File: src/rtl/fetch_unit_pkg.sv
// Shared definitions for the instruction fetch stage: FSM encoding, reset PC,
// instruction field positions and PC arithmetic helpers.
package fetch_unit_pkg;

  typedef enum logic [1:0] {
    S_IDLE = 2'd0,
    S_REQ  = 2'd1,
    S_HOLD = 2'd2,
    S_ERR  = 2'd3
  } state_t;

  localparam logic [31:0] RESET_PC_DEF = 32'h0000_3000;
  localparam logic [31:0] PC_INC       = 32'd4;

  localparam int unsigned IMM16_MSB    = 15;
  localparam int unsigned IMM16_LSB    = 0;
  localparam int unsigned TARGET26_MSB = 25;
  localparam int unsigned TARGET26_LSB = 0;

  function automatic logic [31:0] sext_imm16(input logic [15:0] imm);
    return {{16{imm[15]}}, imm};
  endfunction

endpackage

File: src/rtl/fetch_unit_if.sv
// Fetch-stage bus: instruction memory req/ack, decode valid/ready and the
// controller's next-PC decisions.
interface fetch_unit_if;
  logic        imem_req;
  logic [31:0] imem_addr;
  logic        imem_ack;
  logic [31:0] imem_rdata;
  logic [31:0] instruction;
  logic        inst_valid;
  logic        inst_ready;
  logic [31:0] pc;
  logic [31:0] pc_plus4;
  logic        branch;
  logic        br_taken;
  logic        jump;
  logic        jr;
  logic [31:0] jr_target;
  logic        misalign_err;

  modport master (
    output imem_req, imem_addr, instruction, inst_valid, pc, pc_plus4, misalign_err,
    input  imem_ack, imem_rdata, inst_ready, branch, br_taken, jump, jr, jr_target
  );

  modport slave (
    input  imem_req, imem_addr, instruction, inst_valid, pc, pc_plus4, misalign_err,
    output imem_ack, imem_rdata, inst_ready, branch, br_taken, jump, jr, jr_target
  );
endinterface

File: src/rtl/fetch_unit_npc_calc.sv
// Combinational next-PC selection: jr > jump > taken branch > sequential.
module npc_calc
  import fetch_unit_pkg::*;
(
  input  logic [31:0] pc_plus4,
  input  logic [31:0] instruction,
  input  logic        branch,
  input  logic        br_taken,
  input  logic        jump,
  input  logic        jr,
  input  logic [31:0] jr_target,
  output logic [31:0] npc
);

  logic unused_opcode;
  assign unused_opcode = ^instruction[31:26];

  always_comb begin
    npc = pc_plus4;
    if (jr) begin
      npc = jr_target;
    end else if (jump) begin
      npc = {pc_plus4[31:28], instruction[TARGET26_MSB:TARGET26_LSB], 2'b00};
    end else if (branch && br_taken) begin
      npc = pc_plus4 + (sext_imm16(instruction[IMM16_MSB:IMM16_LSB]) << 2);
    end
  end

endmodule

File: src/rtl/fetch_unit.sv
// Instruction fetch stage: PC register, imem req/ack and decode valid/ready FSM.
// Optional IFU_ALIGN_CHECK_EN traps misaligned next-PC into a terminal error state.
module fetch_unit
  import fetch_unit_pkg::*;
#(
  parameter logic [31:0] RESET_PC = RESET_PC_DEF
) (
  input logic        clk,
  input logic        rst_n,
  fetch_unit_if.master fu
);

  if (RESET_PC[1:0] != 2'b00) begin : g_bad_reset_pc
    $error("fetch_unit: RESET_PC must be word-aligned");
  end

  state_t      state;
  logic [31:0] pc_q;
  logic [31:0] inst_q;
  logic        req_q;
  logic        valid_q;
  logic [31:0] pc_plus4;
  logic [31:0] npc;

  assign pc_plus4 = pc_q + PC_INC;

  npc_calc u_npc_calc (
    .pc_plus4   (pc_plus4),
    .instruction(inst_q),
    .branch     (fu.branch),
    .br_taken   (fu.br_taken),
    .jump       (fu.jump),
    .jr         (fu.jr),
    .jr_target  (fu.jr_target),
    .npc        (npc)
  );

`ifdef IFU_ALIGN_CHECK_EN
  logic err_q;
  assign fu.misalign_err = err_q;
`else
  logic unused_npc_lo;
  assign unused_npc_lo   = ^npc[1:0];
  assign fu.misalign_err = 1'b0;
`endif

  always_ff @(posedge clk or negedge rst_n) begin
    if (!rst_n) begin
      state   <= S_IDLE;
      pc_q    <= RESET_PC;
      inst_q  <= '0;
      req_q   <= 1'b0;
      valid_q <= 1'b0;
`ifdef IFU_ALIGN_CHECK_EN
      err_q   <= 1'b0;
`endif
    end else begin
      case (state)
        S_IDLE: begin
          state <= S_REQ;
          req_q <= 1'b1;
        end
        S_REQ: begin
          if (fu.imem_ack) begin
            inst_q  <= fu.imem_rdata;
            req_q   <= 1'b0;
            valid_q <= 1'b1;
            state   <= S_HOLD;
          end
        end
        S_HOLD: begin
          if (fu.inst_ready) begin
            valid_q <= 1'b0;
`ifdef IFU_ALIGN_CHECK_EN
            // pc takes the raw npc even when misaligned so the faulting target is visible
            pc_q <= npc;
            if (npc[1:0] != 2'b00) begin
              state <= S_ERR;
              err_q <= 1'b1;
            end else begin
              state <= S_REQ;
              req_q <= 1'b1;
            end
`else
            pc_q  <= {npc[31:2], 2'b00};
            state <= S_REQ;
            req_q <= 1'b1;
`endif
          end
        end
`ifdef IFU_ALIGN_CHECK_EN
        S_ERR: begin
          req_q   <= 1'b0;
          valid_q <= 1'b0;
        end
`endif
        default: state <= S_IDLE;
      endcase
    end
  end

  assign fu.imem_req    = req_q;
  assign fu.imem_addr   = pc_q;
  assign fu.instruction = inst_q;
  assign fu.inst_valid  = valid_q;
  assign fu.pc          = pc_q;
  assign fu.pc_plus4    = pc_plus4;

endmodule
File: src/flat_wrapper.sv
// flat-port wrapper written by rule: the top's interface ports become plain ports
module fetch_unit_flat import fetch_unit_pkg::*;
#(
  parameter logic [31:0] RESET_PC = RESET_PC_DEF
)
  (clk, rst_n, fu_imem_req, fu_imem_addr, fu_instruction, fu_inst_valid, fu_pc, fu_pc_plus4, fu_misalign_err, fu_imem_ack, fu_imem_rdata, fu_inst_ready, fu_branch, fu_br_taken, fu_jump, fu_jr, fu_jr_target);
  fetch_unit_if fu_i ();
  input logic clk;
  input logic rst_n;
  output wire logic [$bits(fu_i.imem_req)-1:0] fu_imem_req;
  output wire logic [$bits(fu_i.imem_addr)-1:0] fu_imem_addr;
  output wire logic [$bits(fu_i.instruction)-1:0] fu_instruction;
  output wire logic [$bits(fu_i.inst_valid)-1:0] fu_inst_valid;
  output wire logic [$bits(fu_i.pc)-1:0] fu_pc;
  output wire logic [$bits(fu_i.pc_plus4)-1:0] fu_pc_plus4;
  output wire logic [$bits(fu_i.misalign_err)-1:0] fu_misalign_err;
  input wire logic [$bits(fu_i.imem_ack)-1:0] fu_imem_ack;
  input wire logic [$bits(fu_i.imem_rdata)-1:0] fu_imem_rdata;
  input wire logic [$bits(fu_i.inst_ready)-1:0] fu_inst_ready;
  input wire logic [$bits(fu_i.branch)-1:0] fu_branch;
  input wire logic [$bits(fu_i.br_taken)-1:0] fu_br_taken;
  input wire logic [$bits(fu_i.jump)-1:0] fu_jump;
  input wire logic [$bits(fu_i.jr)-1:0] fu_jr;
  input wire logic [$bits(fu_i.jr_target)-1:0] fu_jr_target;
  assign fu_imem_req = fu_i.imem_req;
  assign fu_imem_addr = fu_i.imem_addr;
  assign fu_instruction = fu_i.instruction;
  assign fu_inst_valid = fu_i.inst_valid;
  assign fu_pc = fu_i.pc;
  assign fu_pc_plus4 = fu_i.pc_plus4;
  assign fu_misalign_err = fu_i.misalign_err;
  assign fu_i.imem_ack = fu_imem_ack;
  assign fu_i.imem_rdata = fu_imem_rdata;
  assign fu_i.inst_ready = fu_inst_ready;
  assign fu_i.branch = fu_branch;
  assign fu_i.br_taken = fu_br_taken;
  assign fu_i.jump = fu_jump;
  assign fu_i.jr = fu_jr;
  assign fu_i.jr_target = fu_jr_target;
  fetch_unit #(.RESET_PC(RESET_PC)) u_core (.clk(clk), .rst_n(rst_n), .fu(fu_i));
endmodule
File: config.mk
export PLATFORM = sky130hd
export DESIGN_NAME = fetch_unit_flat
export DESIGN_NICKNAME = d
export VERILOG_FILES = /design/src/rtl/fetch_unit_pkg.sv /design/src/rtl/fetch_unit_if.sv /design/src/rtl/fetch_unit_npc_calc.sv /design/src/rtl/fetch_unit.sv /design/src/flat_wrapper.sv
export SDC_FILE = /design/constraint.sdc
export NUM_CORES = 1
export LEC_CHECK = 0
export CAP_MARGIN = 15
export CORE_AREA = 2 2 119 121
export CTS_CLUSTER_DIAMETER = 200
export DETAILED_ROUTE_END_ITERATION = 6
export DIE_AREA = 0 0 121 123
export PLACE_DENSITY = 0.79
export SYNTH_ARGS = -nofsm -noshare
export SYNTH_HDL_FRONTEND = slang
export SYNTH_HIERARCHICAL = 1
export SYNTH_SLANG_ARGS = --single-unit
export TNS_END_PERCENT = 10
File: constraint.sdc
create_clock -name clk -period 3.7 [get_ports clk]
set_clock_uncertainty 0.05 [all_clocks]
set_input_delay 0.74 -clock clk [delete_from_list [all_inputs] [get_ports clk]]
set_output_delay 0.74 -clock clk [all_outputs]
set_load 0.01 [all_outputs]
[Yosys cells after proc, flatten, opt, wreduce, memory -nomap -nowiden]
Cells that the tools add are included.
Word-level totals
  bits of input ports: 72
  output and inout bits: 131
  word-level logic and storage cells: 32
  flip-flop bits (word level): 66
Operators by class
  mux-type cells: 12
  add/subtract/negate cells: 2
  reductions and logical operators: 9
  equality and inequality tests: 4
Operators by type and width (number)
  32-bit two-way mux: 3
  32-bit by 3-bit adder with 32-bit output (second input constant): 1
  32-bit adder: 1
  2-bit one-hot mux with 3 select lines: 1
  2-bit AND reduction: 3
  3-bit AND reduction: 2
  1-bit two-way mux: 4
  2-bit two-way mux: 2
  2-bit != test (second input constant): 2
  1-bit one-hot mux with 3 select lines: 1
  3-bit nonzero test: 1
  2-bit by 1-bit == test with 1-bit output (second input constant): 1
  2-bit == test (second input constant): 1
  2-bit zero test: 1
  1-bit one-hot mux with 2 select lines: 1
  2-bit nonzero test: 1
  1-bit logical AND: 1

[Logic depth before layout (Yosys ltp)]
  depth in word-level cells: 5
  depth in mapped cells: 16
  mapped depth without buffers: 16

[By module]
Netlist, hierarchy kept.
Modules (own cells, without submodules)
  fetch_unit: sequential area each 1654.1 µm², area each 3337.0 µm², cells an instance 268, times used 1
  npc_calc: sequential area each 0.0 µm², area each 2245.9 µm², cells an instance 356, times used 1

[Worst setup path before layout]
No wires, ideal clock.
  kind: reg2reg
  from: register u_core.pc_q[2], in the netlist u_core/fu.imem_addr[2]
  to: register u_core.pc_q[31], in the netlist u_core/fu.imem_addr[31]
  data required time: 3585 ps
  path buffers: 0
  setup time: 65 ps
  cell stages (with the launch flop): 17
  arrival time: 3843 ps
  period minus slack after synthesis: 3958 ps
  path slack: -258 ps
  path through: dfrtp_1 > ha_1 > and3_1 > and4bb_1 > nand3_1 > xnor2_1 > ha_1 > and2_1 > a21o_1 > a31oi_1 > o2111ai_2 > a21oi_2 > o311ai_2 > xnor2_1 > or4_1 > a31oi_1 > mux2_2
Between the ends
  word-level cells in the longest chain between the ends: 5
RTL lines
  start: declaration: line fetch_unit.sv:18  | logic [31:0] pc_q;
  start signal: assignment: line fetch_unit.sv:85  | pc_q <= {npc[31:2], 2'b00};
  32-bit by 3-bit adder with 32-bit output: line fetch_unit.sv:25  | assign pc_plus4 = pc_q + PC_INC;
  via fu_pc_plus4[18]: line flat_wrapper.sv:15  | output wire logic [$bits(fu_i.pc_plus4)-1:0] fu_pc_plus4;
  32-bit adder: line fetch_unit_npc_calc.sv:25  | npc = pc_plus4 + (sext_imm16(instruction[IMM16_MSB:IMM16_LSB]) << 2);
  32-bit two-way mux: line fetch_unit_npc_calc.sv:24  | end else if (branch && br_taken) begin
  32-bit two-way mux: line fetch_unit_npc_calc.sv:22  | end else if (jump) begin
  32-bit two-way mux: line fetch_unit_npc_calc.sv:20  | if (jr) begin
  via u_core.npc[31]: line fetch_unit.sv:23  | logic [31:0] npc;
The timed path passes the listed nets, and every way through them passes these cells.
A chain may end at the register's enable or synchronous reset.

[Worst setup path in the final report]
  from: register u_core.pc_q[12], in the netlist u_core/fu.imem_addr[12]
  to: register u_core.pc_q[31], in the netlist u_core/fu.imem_addr[31]
Between the ends
  word-level cells in the longest chain between the ends: 5
RTL lines (line)
  32-bit by 3-bit adder with 32-bit output *: fetch_unit.sv:25
  32-bit adder: fetch_unit_npc_calc.sv:25
  32-bit two-way mux: fetch_unit_npc_calc.sv:24
  32-bit two-way mux *: fetch_unit_npc_calc.sv:22
  32-bit two-way mux *: fetch_unit_npc_calc.sv:20
  via u_core.npc[31]: fetch_unit.sv:23
Mark *: on every way through the listed nets, which the timed path passes. The rest lies on a longest branch.

==> summary.md <==
| Metric | Value |
|---|---|
| I/O Buffers | `just under 200` |
| Fin. Hold Viols | `0` |
| Vias in the first global route | `5628` |
| Leak pwr | `approximately 3.7 nW` |
| RSZ-0062 raised after global routing | `yes` |
| Core area | `13600 sq um` |
| Worst slew pin tran | `roughly 900 ps` |
| Initial antenna violation count | `0` |
| Die W | `around 120 um` |
| CP Cell Sequence | `nand4_4 -> and4bb_4 -> nand3_4 -> xnor2_4 -> ha_4 -> nand2_1 -> or3_4 -> buf_4 -> o2111ai_4 -> a21oi_4 -> o311ai_2 -> xnor2_1 -> or4_1 -> a31oi_1 -> mux2_4` |
| Iteration-0 DRC Markers | `270` |
| Worst r2r src | `u_core/fu.imem_addr[12]` |
| Final WL | `18.4 mm` |
| Routability congestion estimate from global placement | `just under 0.9` |
| Clk sinks | `66` |
| Post-Syn Area | `between 5000 and 6000 sq um` |
| Setup TNS Final | `-334 ps` |
| Hold path endpoint | `u_core/fu.instruction[27]` |
| Number of remaining DRC errors | `0` |
| Hold/Removal Path Class | `reg -> reg` |
| Wl on met1 | `between 7 and 8 mm` |
| Post-DP HPWL | `around 14 mm` |
| RR Endpoint | `u_core/fu.imem_addr[31]` |
| Max Fclk | `roughly 260 MHz` |
| Buffers & Inverters on Critical Path | `1` |
| Worst-Skew Late Latency | `about 350 ps` |
| Die Footprint | `~15000 sq um` |
| Io pins | `approximately 200` |
| R2r setup slk | `-130 ps` |
| Die Y | `123 um` |
| ANT nets after route | `0` |
| Cells after synthesis | `around 620` |
| Final Max Slew Viols | `0` |
| Dpl cell area | `a little over 8000 sq um` |
| Startpoint Class | `flip-flop` |
| Max-cap viol count | `0` |
| Worst Hold Slack | `approximately 450 ps` |
| CP max stage delay | `between 500 and 600 ps` |
| Post-DR wirelength/cell | `between 15 and 20 um` |
| Delay-heaviest family, CP | `simple AND/OR/NAND/NOR gates` |
| Starting Density | `0.409` |
| Routed wl met2 | `approximately 9.3 mm` |
| Final Critical Period | `about 3800 ps` |
| Worst Hold Launch | `u_core/fu.instruction[27]` |
| P&R area growth vs syn | `57.9%` |
| GRT Resource Usage Total | `0.245` |
| Clk slew on worst S/H paths | `~60 ps` |
| Maximum clock path buffer count | `2` |
| Root buffer cell | `clkbuf_16` |
| Maximum number of pins on one net before global-route repair | `67` |
| Worst EP required | `approximately 4000 ps` |
| FP Rows | `43` |
| ANT cells | `0` |
| Vias after detailed routing | `roughly 5.7k` |
| Failing checks | `setup timing` |
| Pwr/cell area | `roughly 1000 nW/um^2` |
| Hold Buf Count CTS | `0` |
| Met3 wire len | `1.16 mm` |
| Worst path slowest cell | `dfstp_2` |
| Syn avg cell area | `8.95 sq um` |
| Reg2reg path depth | `15` |
| Share of layout cells above drive strength 1 | `0.284` |
| Max layer used | `met4` |
| Tot Pwr | `between 9 and 10 mW` |
| First-pass iteration count of the detailed router | `7` |
| Worst setup path class | `reg -> reg` |
| Setup ws final | `-128 ps` |
| Grt ovf | `0` |
| First-pass GRT wire length | `between 20 and 30 mm` |
| Critical path capture point type | `flip-flop` |
| Final setup fails | `7` |
| Vias per inst | `approximately 5.4` |
| Hold depth | `1` |
| CTS buffer count | `9` |
| Post-layout instance area | `a little under 9000 sq um` |
| Crit path DAT | `4060 ps` |
| Status | `finished, violations left` |
| Max FO, Critical Path | `5` |
| Tcrit/Tclk final | `1.03` |
| Max-Slew Margin vs Limit | `0.397` |
| Nets | `approximately 1000` |
| VDD IR max | `between 0.5 and 0.6 mV` |
| CTS tree | `yes` |
| Htree depth | `3` |
| Yosys warns | `6` |
-- cell type report --
type                    count  area [sq um]
clock buffers              11           233
clock inverters             5          55.1
fillers                  1088          4830
inverters                  12          45.0
multi-input cells         490          3840
flip-flops and latches     66          1660
well taps                 180           225
repair buffers            299          2720
-- where the power goes --
| group | total (mW) | internal (mW) | switching, mW |
|---|---|---|---|
| Clock | 0.852 | 0.519 | 0.333 |
| Sequential | 1.45 | 1.09 | 0.361 |
| Combinational | 6.89 | 3.75 | 3.14 |
| Total | 9.20 | 5.37 | 3.83 |
-- worst max-delay path by stage --
stage / from / to / slack, ps / cells past startpoint
after floorplan: u_core/fu.imem_addr[12] / u_core/fu.imem_addr[31] / -90 / 15
after global placement: u_core/fu.imem_addr[3] / u_core/fu.imem_addr[31] / -110 / 16
after detailed placement: u_core/fu.imem_addr[12] / u_core/fu.imem_addr[31] / -160 / 15
after CTS: u_core/fu.imem_addr[3] / u_core/fu.imem_addr[31] / -100 / 16
after global routing: u_core/fu.imem_addr[3] / u_core/fu.imem_addr[31] / -270 / 17
final: u_core/fu.imem_addr[12] / u_core/fu.imem_addr[31] / -130 / 15
-- worst reg2reg max path: cells and delay by family, from the launching register on --
family          cells  cell delay [ps]
simple gates        6             1500
compound gates      4              770
flops               1              550
xor+xnor            2              300
fa+ha+maj           1              280
buf+inv             1              160
mux                 1              160
-- sequential cells by signal, indices dropped and copies added (netlist names) --
register               cells
u_core/state               2
u_core/fu.inst_valid       1
u_core/fu.imem_req         1
u_core/fu.instruction     32
u_core/fu.imem_addr       30
-- stage by stage --
stage / util / setup slack [ps] / cells
after global placement: 0.608 / -114 / 1043
after CTS: 0.637 / -102 / 1061
after floorplan: - / -90.6 / 628
after detailed placement: 0.608 / -163 / 1043
after global routing: 0.645 / -266 / 1063
final: 0.645 / -128 / 1063
-- metal layers --
| metal | global-route usage | vias up |
|---|---|---|
| met5 | 0 | - |
| met4 | 0.0821 | 0 |
| met3 | 0.0401 | 20 |
| met2 | 0.432 | 206 |
| met1 | 0.304 | 2762 |
| li1 | - | 2722 |
-- cells in the final DEF (no fill, tap or decap), types with 3 or more instances in the layout --
| cell type | n |
|---|---|
| a21oi_1 | 56 |
| nand2_1 | 63 |
| o22ai_1 | 3 |
| nor4_1 | 3 |
| nor3_1 | 5 |
| ha_1 | 24 |
| xor2_1 | 23 |
| o211ai_1 | 6 |
| a21o_1 | 10 |
| dfrtp_2 | 6 |
| mux2i_1 | 5 |
| xnor2_1 | 21 |
| ha_4 | 5 |
| mux2_2 | 61 |
| o21a_1 | 4 |
| and3_1 | 5 |
| nor2_1 | 55 |
| nand3_2 | 3 |
| nand3_1 | 11 |
| and2_1 | 3 |
| clkbuf_16 | 9 |
| inv_1 | 12 |
| o21ai_0 | 25 |
| xnor2_2 | 5 |
| buf_4 | 105 |
| a31oi_1 | 7 |
| nand4_1 | 4 |
| conb_1 | 7 |
| dfrtp_1 | 58 |
| clkdlybuf4s50_1 | 190 |
-- repair_timing --
item | 4_1_cts | 5_1_grt
setup endpoints to repair | 7 | 12
endpoints found under the hold margin | 0 | 0
buffers inserted | 2 | 2
resized for setup | 16 | 19
pin swaps | 13 | 24
No activity file was read; power rests on OpenSTA's default activity.
